===== src/rtl/tile_flash_sequencer_if.sv =====
// Handshake bundle between the game controller / graphics datapath and the tile flash sequencer.
// Ports: start/abort/seq/length (controller request), draw_req/draw_tile/draw_flash/draw_done
//        (datapath draw handshake), index/busy/done (playback status).
// master = sequencer side, slave = controller + datapath side.
interface tile_flash_sequencer_if;
    // controller -> sequencer
    logic        start;
    logic        abort;
    logic [17:0] seq;
    logic [3:0]  length;
    // datapath -> sequencer
    logic        draw_done;
    // sequencer -> datapath / controller
    logic        draw_req;
    logic [1:0]  draw_tile;
    logic        draw_flash;
    logic [3:0]  index;
    logic        busy;
    logic        done;

    modport master (
        input  start, abort, seq, length, draw_done,
        output draw_req, draw_tile, draw_flash, index, busy, done
    );

    modport slave (
        output start, abort, seq, length, draw_done,
        input  draw_req, draw_tile, draw_flash, index, busy, done
    );
endinterface


===== src/rtl/tile_flash_sequencer.sv =====
// Plays a stored 2-bit-per-tile pattern back through highlight/restore draw requests with timed holds.
// Latency: start sampled at T -> draw_req/busy high after T; each hold lasts ON_CYCLES after draw_done.
// Backpressure: draw_req/tile/flash held until draw_done; start ignored while busy; abort ends with tile restored.
//
// Ports: i_clock, i_reset (async active-high), bus (tile_flash_sequencer_if.master).
// Optional build macro: TILE_FLASH_GAP_EN adds GAP_CYCLES of dark time after each non-final restore draw.
module tile_flash_sequencer #(
    parameter int SEQ_MAX    = 9,
    parameter int ON_CYCLES  = 25000000,
    parameter int GAP_CYCLES = 12500000,
    parameter int CNT_W      = 25
) (
    input  logic                    i_clock,
    input  logic                    i_reset,
    tile_flash_sequencer_if.master  bus
);

    localparam logic [3:0]       LP_SEQ_MAX  = 4'(SEQ_MAX);
    localparam logic [CNT_W-1:0] LP_ON_LOAD  = CNT_W'(ON_CYCLES - 1);
    localparam longint           LP_CNT_NEED = (ON_CYCLES > GAP_CYCLES) ? ON_CYCLES : GAP_CYCLES;

    // The interval counter must be able to hold the longest reload value.
    if ((LP_CNT_NEED - 1) > ((longint'(1) << CNT_W) - 1)) begin : g_cnt_w_too_small
        $error("CNT_W too small for ON_CYCLES/GAP_CYCLES");
    end

`ifdef TILE_FLASH_GAP_EN
    localparam logic [CNT_W-1:0] LP_GAP_LOAD = CNT_W'(GAP_CYCLES - 1);
`endif

    typedef enum logic [2:0] {
        S_IDLE,
        S_DRAW_ON,
        S_HOLD_ON,
        S_DRAW_OFF,
`ifdef TILE_FLASH_GAP_EN
        S_GAP,
`endif
        S_FINISH
    } state_t;

    state_t           r_state,  w_state_nxt;
    logic [17:0]      r_seq,    w_seq_nxt;
    logic [3:0]       r_len,    w_len_nxt;
    logic [3:0]       r_index,  w_index_nxt;
    logic [CNT_W-1:0] r_cnt,    w_cnt_nxt;
    logic             r_abort,  w_abort_nxt;

    logic [3:0]  w_len_clamp;
    logic        w_abort;
    logic        w_last;
    logic [17:0] w_seq_shift;

    assign w_len_clamp = (bus.length > LP_SEQ_MAX) ? LP_SEQ_MAX : bus.length;
    // Abort takes effect in the same cycle it is first seen, as well as from the pending flag.
    assign w_abort     = r_abort | bus.abort;
    assign w_last      = (r_index == 4'(r_len - 4'd1));
    assign w_seq_shift = r_seq >> {r_index, 1'b0};

    always_ff @(posedge i_clock or posedge i_reset) begin
        if (i_reset) begin
            r_state <= S_IDLE;
            r_seq   <= '0;
            r_len   <= '0;
            r_index <= '0;
            r_cnt   <= '0;
            r_abort <= 1'b0;
        end else begin
            r_state <= w_state_nxt;
            r_seq   <= w_seq_nxt;
            r_len   <= w_len_nxt;
            r_index <= w_index_nxt;
            r_cnt   <= w_cnt_nxt;
            r_abort <= w_abort_nxt;
        end
    end

    always_comb begin
        w_state_nxt = r_state;
        w_seq_nxt   = r_seq;
        w_len_nxt   = r_len;
        w_index_nxt = r_index;
        w_cnt_nxt   = r_cnt;
        w_abort_nxt = r_abort | bus.abort;

        case (r_state)
            S_IDLE: begin
                w_abort_nxt = 1'b0;
                if (bus.start) begin
                    w_seq_nxt   = bus.seq;
                    w_len_nxt   = w_len_clamp;
                    w_index_nxt = '0;
                    w_abort_nxt = bus.abort;
                    w_state_nxt = (w_len_clamp == 4'd0) ? S_FINISH : S_DRAW_ON;
                end
            end
            S_DRAW_ON: begin
                if (bus.draw_done) begin
                    if (w_abort) begin
                        // Skip the hold so the tile is restored as soon as possible.
                        w_state_nxt = S_DRAW_OFF;
                    end else begin
                        w_state_nxt = S_HOLD_ON;
                        w_cnt_nxt   = LP_ON_LOAD;
                    end
                end
            end
            S_HOLD_ON: begin
                if (w_abort || (r_cnt == '0)) begin
                    w_state_nxt = S_DRAW_OFF;
                    w_cnt_nxt   = '0;
                end else begin
                    w_cnt_nxt   = r_cnt - 1'b1;
                end
            end
            S_DRAW_OFF: begin
                if (bus.draw_done) begin
                    if (w_abort) begin
                        w_state_nxt = S_IDLE;
                        w_abort_nxt = 1'b0;
                    end else if (w_last) begin
                        w_state_nxt = S_FINISH;
                    end else begin
`ifdef TILE_FLASH_GAP_EN
                        w_state_nxt = S_GAP;
                        w_cnt_nxt   = LP_GAP_LOAD;
`else
                        w_state_nxt = S_DRAW_ON;
                        w_index_nxt = r_index + 4'd1;
`endif
                    end
                end
            end
`ifdef TILE_FLASH_GAP_EN
            S_GAP: begin
                if (w_abort) begin
                    w_state_nxt = S_IDLE;
                    w_abort_nxt = 1'b0;
                    w_cnt_nxt   = '0;
                end else if (r_cnt == '0) begin
                    w_state_nxt = S_DRAW_ON;
                    w_index_nxt = r_index + 4'd1;
                end else begin
                    w_cnt_nxt   = r_cnt - 1'b1;
                end
            end
`endif
            S_FINISH: begin
                w_state_nxt = S_IDLE;
                w_abort_nxt = 1'b0;
            end
            default: begin
                w_state_nxt = S_IDLE;
                w_abort_nxt = 1'b0;
            end
        endcase
    end

    // Outputs decode straight from registered state so reset clears them asynchronously.
    assign bus.draw_req   = (r_state == S_DRAW_ON) || (r_state == S_DRAW_OFF);
    assign bus.draw_flash = (r_state == S_DRAW_ON);
    assign bus.draw_tile  = w_seq_shift[1:0];
    assign bus.index      = r_index;
    assign bus.busy       = (r_state != S_IDLE);
    assign bus.done       = (r_state == S_FINISH);

endmodule

===== src/flat_wrapper.sv =====
// flat-port wrapper written by rule: the top's interface ports become plain ports
module tile_flash_sequencer_flat 
#(
    parameter int SEQ_MAX    = 9,
    parameter int ON_CYCLES  = 25000000,
    parameter int GAP_CYCLES = 12500000,
    parameter int CNT_W      = 25
)
  (i_clock, i_reset, bus_start, bus_abort, bus_seq, bus_length, bus_draw_done, bus_draw_req, bus_draw_tile, bus_draw_flash, bus_index, bus_busy, bus_done);
  tile_flash_sequencer_if bus_i ();
  input  logic i_clock;
  input  logic i_reset;
  input wire logic [$bits(bus_i.start)-1:0] bus_start;
  input wire logic [$bits(bus_i.abort)-1:0] bus_abort;
  input wire logic [$bits(bus_i.seq)-1:0] bus_seq;
  input wire logic [$bits(bus_i.length)-1:0] bus_length;
  input wire logic [$bits(bus_i.draw_done)-1:0] bus_draw_done;
  output wire logic [$bits(bus_i.draw_req)-1:0] bus_draw_req;
  output wire logic [$bits(bus_i.draw_tile)-1:0] bus_draw_tile;
  output wire logic [$bits(bus_i.draw_flash)-1:0] bus_draw_flash;
  output wire logic [$bits(bus_i.index)-1:0] bus_index;
  output wire logic [$bits(bus_i.busy)-1:0] bus_busy;
  output wire logic [$bits(bus_i.done)-1:0] bus_done;
  assign bus_i.start = bus_start;
  assign bus_i.abort = bus_abort;
  assign bus_i.seq = bus_seq;
  assign bus_i.length = bus_length;
  assign bus_i.draw_done = bus_draw_done;
  assign bus_draw_req = bus_i.draw_req;
  assign bus_draw_tile = bus_i.draw_tile;
  assign bus_draw_flash = bus_i.draw_flash;
  assign bus_index = bus_i.index;
  assign bus_busy = bus_i.busy;
  assign bus_done = bus_i.done;
  tile_flash_sequencer #(.SEQ_MAX(SEQ_MAX), .ON_CYCLES(ON_CYCLES), .GAP_CYCLES(GAP_CYCLES), .CNT_W(CNT_W)) u_core (.i_clock(i_clock), .i_reset(i_reset), .bus(bus_i));
endmodule

===== config.mk =====
export PLATFORM = sky130hd
export DESIGN_NAME = tile_flash_sequencer_flat
export DESIGN_NICKNAME = d
export VERILOG_FILES = /design/src/rtl/tile_flash_sequencer_if.sv /design/src/rtl/tile_flash_sequencer.sv /design/src/flat_wrapper.sv
export SDC_FILE = /design/constraint.sdc
export NUM_CORES = 1
export LEC_CHECK = 0
export BUFFER_PORTS_ARGS = -buffer_cell sky130_fd_sc_hd__buf_2
export CAP_MARGIN = 20
export CELL_PAD_IN_SITES_DETAIL_PLACEMENT = 1
export CELL_PAD_IN_SITES_GLOBAL_PLACEMENT = 2
export CORE_ASPECT_RATIO = 1.1
export CORE_MARGIN = 8
export CORE_UTILIZATION = 30
export CTS_CLUSTER_DIAMETER = 30
export CTS_CLUSTER_SIZE = 25
export DETAILED_ROUTE_END_ITERATION = 16
export PLACE_DENSITY = 0.77
export RECOVER_POWER = 25
export SLEW_MARGIN = 10
export SYNTH_ARGS = -nofsm -noshare
export SYNTH_HDL_FRONTEND = slang
export SYNTH_SLANG_ARGS = --single-unit

===== constraint.sdc =====
create_clock -name i_clock -period 6.65 [get_ports i_clock]
set_clock_uncertainty 0.1 [all_clocks]
set_input_delay 1.33 -clock i_clock [delete_from_list [all_inputs] [get_ports i_clock]]
set_output_delay 1.33 -clock i_clock [all_outputs]
set_load 0.005 [all_outputs]

==> summary.txt, run 1 <==
Outcome
  – Outcome: complete, but fails checks
  – Failing checks: max-capacitance violations, max-slew violations

Yosys
  – Cell area after synthesis: about 0.0031 sq mm
  – Largest cells by area after synthesis: dfrtp_1, nand2_1, o21ai_0
  – Syn Inst Count: 346
  – FFs w/ async S/R, synth: 100%
  – Yosys reg bits: 55
  – Post-synthesis sequential area ratio: a little under half
  – EDFF count, synth: 0
  – Syn_area_per_cell: 8.84 sq um
  – Predominant post-synthesis flop cell: dfrtp_1
  – Proportion of netlist area held by the largest area contributor: 45.0%
  – Syn Nets: 376
  – Synth warn: 0
  – Area leader, netlist: dfrtp_1
  – Library cells used by synthesis: 58

Clock tree
  – Clock transition at the registers of the reported paths: ~0.1 ns
  – H-tree levels: 2
  – Post-CTS Hold Buffers: 0
  – Post-CTS Setup Bufs: 0
  – CTS tree: done
  – CTS resizes: 0
  – Clk buf depth: 2
  – Root Driver: clkbuf_8
  – CTS sink count: 55
  – Worst-Skew Late Latency: about 0.32 ns
  – CTS buffer count: 5

Floorplanning
  – Die ar.: 0.0137 sq mm
  – Ports: 37
  – Die width: about 110 um
  – Initial core utilization: 30.9%
  – Std-Cell Rows: 38
  – Die Y: 122 um
  – Total core area: roughly 0.01 sq mm

Cells and area
  – Final nets: 405
  – Area delta synth->final: 12.6%
  – Fillers: 1210
  – Reg area: 0.00138 sq mm
  – Share of cells above drive strength 1: 14.1%
  – Number of diodes: 0
  – Multi-input gate area: 0.00157 sq mm

Global routing
  – Pin count of the biggest net entering global routing: between 50 and 60
  – Total congestion overflow: 0
  – Initial antenna violation count: 0
  – GR Util All Layers: 13.2%
  – Global-route wire length before repair: 14500 um
  – Number of global-route vias before repair: 2792

Critical path
  – Required time of the critical path: 6.28 ns
  – R2R Path End: u_core.r_cnt[9]
  – Critical path, cell by cell: buf_2, inv_1, clkbuf_1
  – FF-to-FF path depth: 7
  – CP max stage cell: clkbuf_1
  – Crit path kind: input pin to asynchronous set/reset pin
  – CP Buf/Inv Count: 3
  – Reg-to-reg setup timing slack: 3.53 ns
  – Critical Path AT: between 3 and 4 ns
  – Setup crit start kind: input pin
  – Slowest stage delay, CP: 2.23 ns
  – Crit-path max FO: 55
  – Reg2reg start: u_core.r_cnt[0]
  – Crit path max-delay family: buffers and inverters
  – Crit. End Element: asynchronous set/reset pin

Timing
  – Rel. slew slack: -111%
  – Max Clock Freq: 245 MHz
  – Slew @ Worst Pin: 3.17 ns
  – RSZ-0062 raised after global routing: no
  – Final hold vios: 0
  – Crit path time final: roughly 4.1 ns
  – Slew Viols, Final: 56
  – Fin crit share: 61.4%
  – Setup TNS: 0 ns
  – Final Setup Violations: 0

Min path
  – Hold WC Path Type: flop to flop
  – Hold Crit Start: u_core.r_seq[15]
  – Hold-critical path depth: 2
  – Hold Path End: u_core.r_seq[15]

Power and ir drop
  – Sw Ratio: 43.9%
  – Leak: ~1.6 nW
  – Total Power: 1.53 mW
  – Comb pwr share: 44.7%
  – Peak supply drop: 0.140 mV
  – Power Density: 446 mW/mm^2
  – P_sw: 673 uW
  – Internal: 861 uW
  – Sequential share of power: 39.5%
  – Clk pwr share: 15.8%

Routing
  – Wire per inst: about 17 um
  – DRT iter0 DRCs: around 120
  – Final ANT Viol Nets: 0
  – DRC: 0
  – Drt total wl: approximately 8700 um
  – Via count: between 2000 and 3000
  – Vias/cell: 5.32
  – Drt pass-1 iters: 4

Flow run
  – Max Cap Viol: 1

Placed design
  – HPWL after DPL: 6190 um
  – IO buf count: 36
  – GP Congestion: 0.800
[power by group through the flow]
stage	combinational [mW]	sequential (mW)	clock, mW
3_3_place_gp	0.675	0.607	0
3_5_place_dp	0.694	0.613	0
5_1_grt	0.780	0.630	0.262
4_1_cts	0.699	0.606	0.252
2_1_floorplan	0.539	0.554	0
6_report	0.687	0.606	0.242
[cells in the mapped netlist, drive strengths merged (4+ instances only)]
| library cell | number |
|---|---|
| buf | 5 |
| mux2i | 4 |
| dfrtp | 55 |
| a21oi | 13 |
| o21ai | 20 |
| inv | 12 |
| nor2 | 24 |
| or2 | 4 |
| nand2 | 78 |
| clkbuf | 10 |
| nor4 | 11 |
| and2 | 4 |
| nor3 | 13 |
| nand3 | 13 |
| xnor2 | 9 |
| mux4 | 4 |
| or4 | 5 |
[registers in the layout (all words and copies together), names as in the netlist]
register          count
u_core.r_len          4
u_core.r_cnt         25
u_core.bus.index      4
u_core.r_state        3
u_core.r_abort        1
u_core.r_seq         18
[cell type report]
class,count,share of cell area (%)
repair buffers,37,5.31
clock inverters,2,1.02
inverters,12,1.31
multi-input cells,264,45.6
clock buffers,6,2.40
flip-flops and latches,55,40.0
well taps,120,4.36
[cells in the final DEF (no fill, tap or decap), types with 2 or more instances in the layout]
cell type   n
a211o_1     2
a211oi_1    3
a21o_1      3
a21oi_1    13
a221o_1     2
a2bb2oi_1   2
and2_1      4
and4_1      2
buf_2      35
clkbuf_1    2
clkbuf_8    6
dfrtp_1    55
ha_1        3
inv_1      12
mux2i_1     4
mux4_2      4
nand2_1    78
nand2b_1    3
nand3_1    13
nand3b_1    3
nand4_1     3
nor2_1     24
nor3_1     13
nor3b_1     3
nor4_1     10
nor4b_1     2
o211ai_1    2
o21a_1      2
o21ai_0    18
o22a_1      2
o31a_1      2
or2_2       2
or3_1       3
or3b_2      2
or4_1       5
xnor2_1     9
xor2_1      3
[how the worst max path moves through the flow]
| stage | slack (ns) | end | cells past startpoint | startpoint |
|---|---|---|---|---|
| after floorplan | 3.60 | u_core.r_cnt[12] | 7 | bus_abort |
| after global placement | 3.31 | u_core.r_cnt[12] | 6 | bus_abort |
| after detailed placement | 3.24 | u_core.r_cnt[12] | 6 | bus_abort |
| after CTS | 3.18 | bus_draw_tile[0] | 4 | u_core.bus.index[0] |
| after global routing | 1.95 | u_core.r_seq[13] | 3 | i_reset |
| final | 2.56 | u_core.r_cnt[9] | 3 | i_reset |
[routing by layer]
metal	wire length, um	GRT usage, %	vias up
met4	106	3.38	0
met1	3990	16.1	1312
met5	0	0	-
met3	310	3.02	9
met2	4240	23.1	36
li1	-	-	1283
[through the flow]
stage	utilization (%)	worst slack (ns)	area (sq um)	hold WS, ns	std cells
global route	34.8	1.95	3440	0.414	496
detailed placement	33.7	3.24	3330	0.360	488
global placement	33.7	3.31	3330	0.355	488
finish	34.8	2.56	3440	0.385	496
floorplan	-	3.60	3060	0.340	346
CTS	34.9	3.18	3450	0.385	496
[worst register-to-register path, stage by stage, from the launching register on]
cell,delay (ns)
dfrtp_1,0.45
inv_1,0.08
ha_1,0.20
nor3b_1,0.54
nand4_1,0.33
o21ai_1,0.87
o21ai_0,0.22
a22o_1,0.22
[kinds of logic (layout without fill, tap and decap cells)]
| kind of cell | after synthesis | after routing | synth area share, % |
|---|---|---|---|
| compound gates | 64 | 64 | 13.8 |
| xor+xnor | 13 | 13 | 4.21 |
| fa+ha+maj | 3 | 3 | 1.23 |
| buf+inv | 27 | 57 | 3.64 |
| flops | 55 | 55 | 45.0 |
| mux | 8 | 8 | 4.26 |
| simple gates | 176 | 176 | 27.8 |
No activity file was read; power rests on OpenSTA's default activity.
==> inputs of run 2 (changes only) <==
ABC_AREA = 1   (was default)
PLACE_DENSITY = 0.81   (was 0.77)
clock period = 4 ns   (was 6.65 ns; I/O delays follow)
==> summary.txt, run 2 <==
Outcome
  – Outcome: finished, final reports clean

Floorplanning
  – Total core area: 0.0108 sq mm (+9.3%)
  – Die width: 116 um (+3.0%)
  – Std-Cell Rows: 40 (+5.3%)
  – Ports: 37 (unchanged)
  – Die Y: 126 um (+3.1%)
  – Die ar.: 0.0145 sq mm (+6.2%)
  – Initial core utilization: 30.3% (-0.61 points)

Timing
  – Final Setup Violations: 0 (unchanged)
  – Slew @ Worst Pin: 1.12 ns (-2.05 ns)
  – RSZ-0062 raised after global routing: no
  – Rel. slew slack: 25.1% (+140 points)
  – Max Clock Freq: 358 MHz
  – Fin crit share: 69.8%
  – Final hold vios: 0 (unchanged)
  – Crit path time final: 2.79 ns
  – Setup TNS: 0 ns (unchanged)
  – Slew Viols, Final: 0 (-100%)

Yosys
  – Most frequent cell after synthesis: nand2_1
  – Yosys reg bits: 55 (unchanged)
  – Synth warn: 0 (unchanged)
  – Largest cells by area after synthesis: dfrtp_1, nand2_1, nor2_1
  – Proportion of netlist area held by the largest area contributor: 42.0% (-3.0 points)
  – Library cells used by synthesis: 30 (-48%)
  – Post-synth top cells: nand2_1, nor2_1, dfrtp_1, inv_1, nand3_1
  – Post-synthesis sequential area ratio: 42.0% (-3.0 points)
  – Syn_area_per_cell: 7.08 sq um (-20%)
  – Area leader, netlist: dfrtp_1
  – EDFF count, synth: 0 (unchanged)
  – FFs w/ async S/R, synth: 100% (unchanged)
  – Predominant post-synthesis flop cell: dfrtp_1
  – Syn Nets: 493 (+31%)
  – Cell area after synthesis: 0.00328 sq mm (+7.2%)
  – Syn Inst Count: 463 (+34%)

Cells and area
  – Most common cell after layout, fill and taps aside: nand2_1
  – Commonest cells after routing, fill and taps aside: nand2_1, nor2_1, dfrtp_1
  – Biggest regs: u_core.r_cnt (25), u_core.r_seq (18)
  – Register bank with the most flops: u_core.r_cnt
  – Max FFs per register: 25 (unchanged)
  – Share of cells above drive strength 1: 12.4% (-1.7 points)
  – Number of diodes: 0 (unchanged)
  – Area delta synth->final: 13.7%
  – Final nets: 529 (+31%)

Global routing
  – Total congestion overflow: 0 (unchanged)
  – Pin count of the biggest net entering global routing: 29 (-48%)
  – GR Util All Layers: 13.8% (+0.60 points)
  – Initial antenna violation count: 0 (unchanged)
  – Number of global-route vias before repair: 3210 (+15%)
  – Global-route wire length before repair: 16000 um (+10%)

Power and ir drop
  – Leak: 1.92 nW (+22%)
  – Power Density: 763 mW/mm^2 (+71%)
  – Total Power: 2.84 mW (+85%)
  – Peak supply drop: 0.204 mV (+46%)

Clock tree
  – CTS resizes: 0 (unchanged)
  – H-tree levels: 2 (unchanged)
  – Clk buf depth: 2 (unchanged)
  – Post-CTS Hold Buffers: 0 (unchanged)
  – Post-CTS Setup Bufs: 0 (unchanged)
  – Root Driver: clkbuf_16
  – CTS buffer count: 5 (unchanged)
  – Worst-Skew Late Latency: 0.29 ns (-0.03 ns)
  – CTS sink count: 55 (unchanged)
  – Clock transition at the registers of the reported paths: 0.07 ns (-0.03 ns)
  – CTS tree: done

Placed design
  – IO buf count: 36 (unchanged)
  – GP Congestion: 0.785 (-1.9%)
  – HPWL after DPL: 7190 um (+16%)

Critical path
  – Critical Path AT: 2.90 ns (-0.82 ns)
  – Crit. End Element: flop
  – Crit path kind: flop to flop
  – Setup crit start kind: flop
  – Crit-path max FO: 26 (-53%)
  – Required time of the critical path: 4.10 ns (-2.18 ns)

Routing
  – Drt pass-1 iters: 4 (unchanged)
  – Via count: 3004 (+14%)
  – Vias/cell: 4.65 (-13%)
  – Final ANT Viol Nets: 0 (unchanged)
  – DRT iter0 DRCs: 141 (+17%)
  – Drt total wl: 9300 um (+7.5%)
  – DRC: 0 (unchanged)
  – Wire per inst: 14.4 um (-17%)

Flow run
  – Max Cap Viol: 0 (-1)

Min path
  – Hold WC Path Type: flop to flop
## run 2: changes by cell type after synthesis, sizes merged, moves of 6 or more
| cell | delta |
|---|---|
| nor2 | +53 |
| xor2 | +12 |
| o21ai | +7 |
| nor4 | -11 |
| clkbuf | -9 |
| nand2 | +71 |
| nand3 | +25 |
| xnor2 | -6 |
| nor3 | -8 |
| inv | +42 |
## run 2: metrics by stage
stage          cell area (sq um)  setup WS (ns)  util, %  hold slack [ns]  instances
2_1_floorplan               3280           1.76        -            0.337        463
3_3_place_gp                3590           1.44     33.2            0.353        639
3_5_place_dp                3590           1.34     33.2            0.356        639
4_1_cts                     3730           1.31     34.5            0.374        646
5_1_grt                     3730          0.843     34.5            0.391        646
6_report                    3730           1.21     34.5            0.370        646
## run 2: path summary, 6_finish.rpt
| check | startpoint | endpoint | slack, ns | depth (start not counted) |
|---|---|---|---|---|
| setup / recovery | u_core.r_state[2] | u_core.r_len[1] | 1.21 | 8 |
| setup reg to reg | u_core.r_state[2] | u_core.r_len[1] | 1.21 | 8 |
| hold / removal | u_core.r_seq[5] | u_core.r_seq[5] | 0.37 | 2 |
| min in group asynchronous | i_reset | u_core.r_seq[7] | 0.69 | 2 |
| hold reg to reg | u_core.r_seq[5] | u_core.r_seq[5] | 0.37 | 2 |
| max in group asynchronous | i_reset | u_core.r_cnt[16] | 2.11 | 3 |
## run 2: layout make-up
type	instances	area, sq um
repair buffers	38	191
clock inverters	1	5.00
clock buffers	6	139
multi-input cells	344	1620
inverters	55	208
flip-flops and latches	55	1380
well taps	147	184
fillers	1424	7080
## run 2: cells by family (layout without fill, tap and decap cells)
logic type	after synthesis	after routing	share of synthesized area (%)
flops	55	55	42.0
fa+ha+maj	3	3	1.15
simple gates	274	274	35.1
xor+xnor	18	18	4.81
buf+inv	64	100	8.32
compound gates	49	49	8.59
## run 2: worst max-delay path, stage by stage, from the launching register on
cell and delay, ns:
dfrtp_1 0.44, inv_1 0.16, nand3_1 0.23, nor2_4 0.13, clkbuf_1 0.82, inv_2 0.37
nor2_1 0.24, inv_1 0.08, o22ai_1 0.12
## run 2: where the power goes
group | internal [mW] | switching, mW | leakage [nW]
sequential | 0.784 | 0.215 | 0.701
clock | 0.245 | 0.198 | 0.0727
combinational | 0.477 | 0.923 | 1.15
total | 1.51 | 1.34 | 1.92
## run 2: metal layers
metal,routed length (um),vias up,share of wire [%],global-route usage [%]
met1,4210,1444,45,16.4
met3,238,12,2.6,2.77
li1,-,1519,-,-
met4,127,0,1.4,3.90
met5,0,-,0,0
met2,4720,29,51,24.3
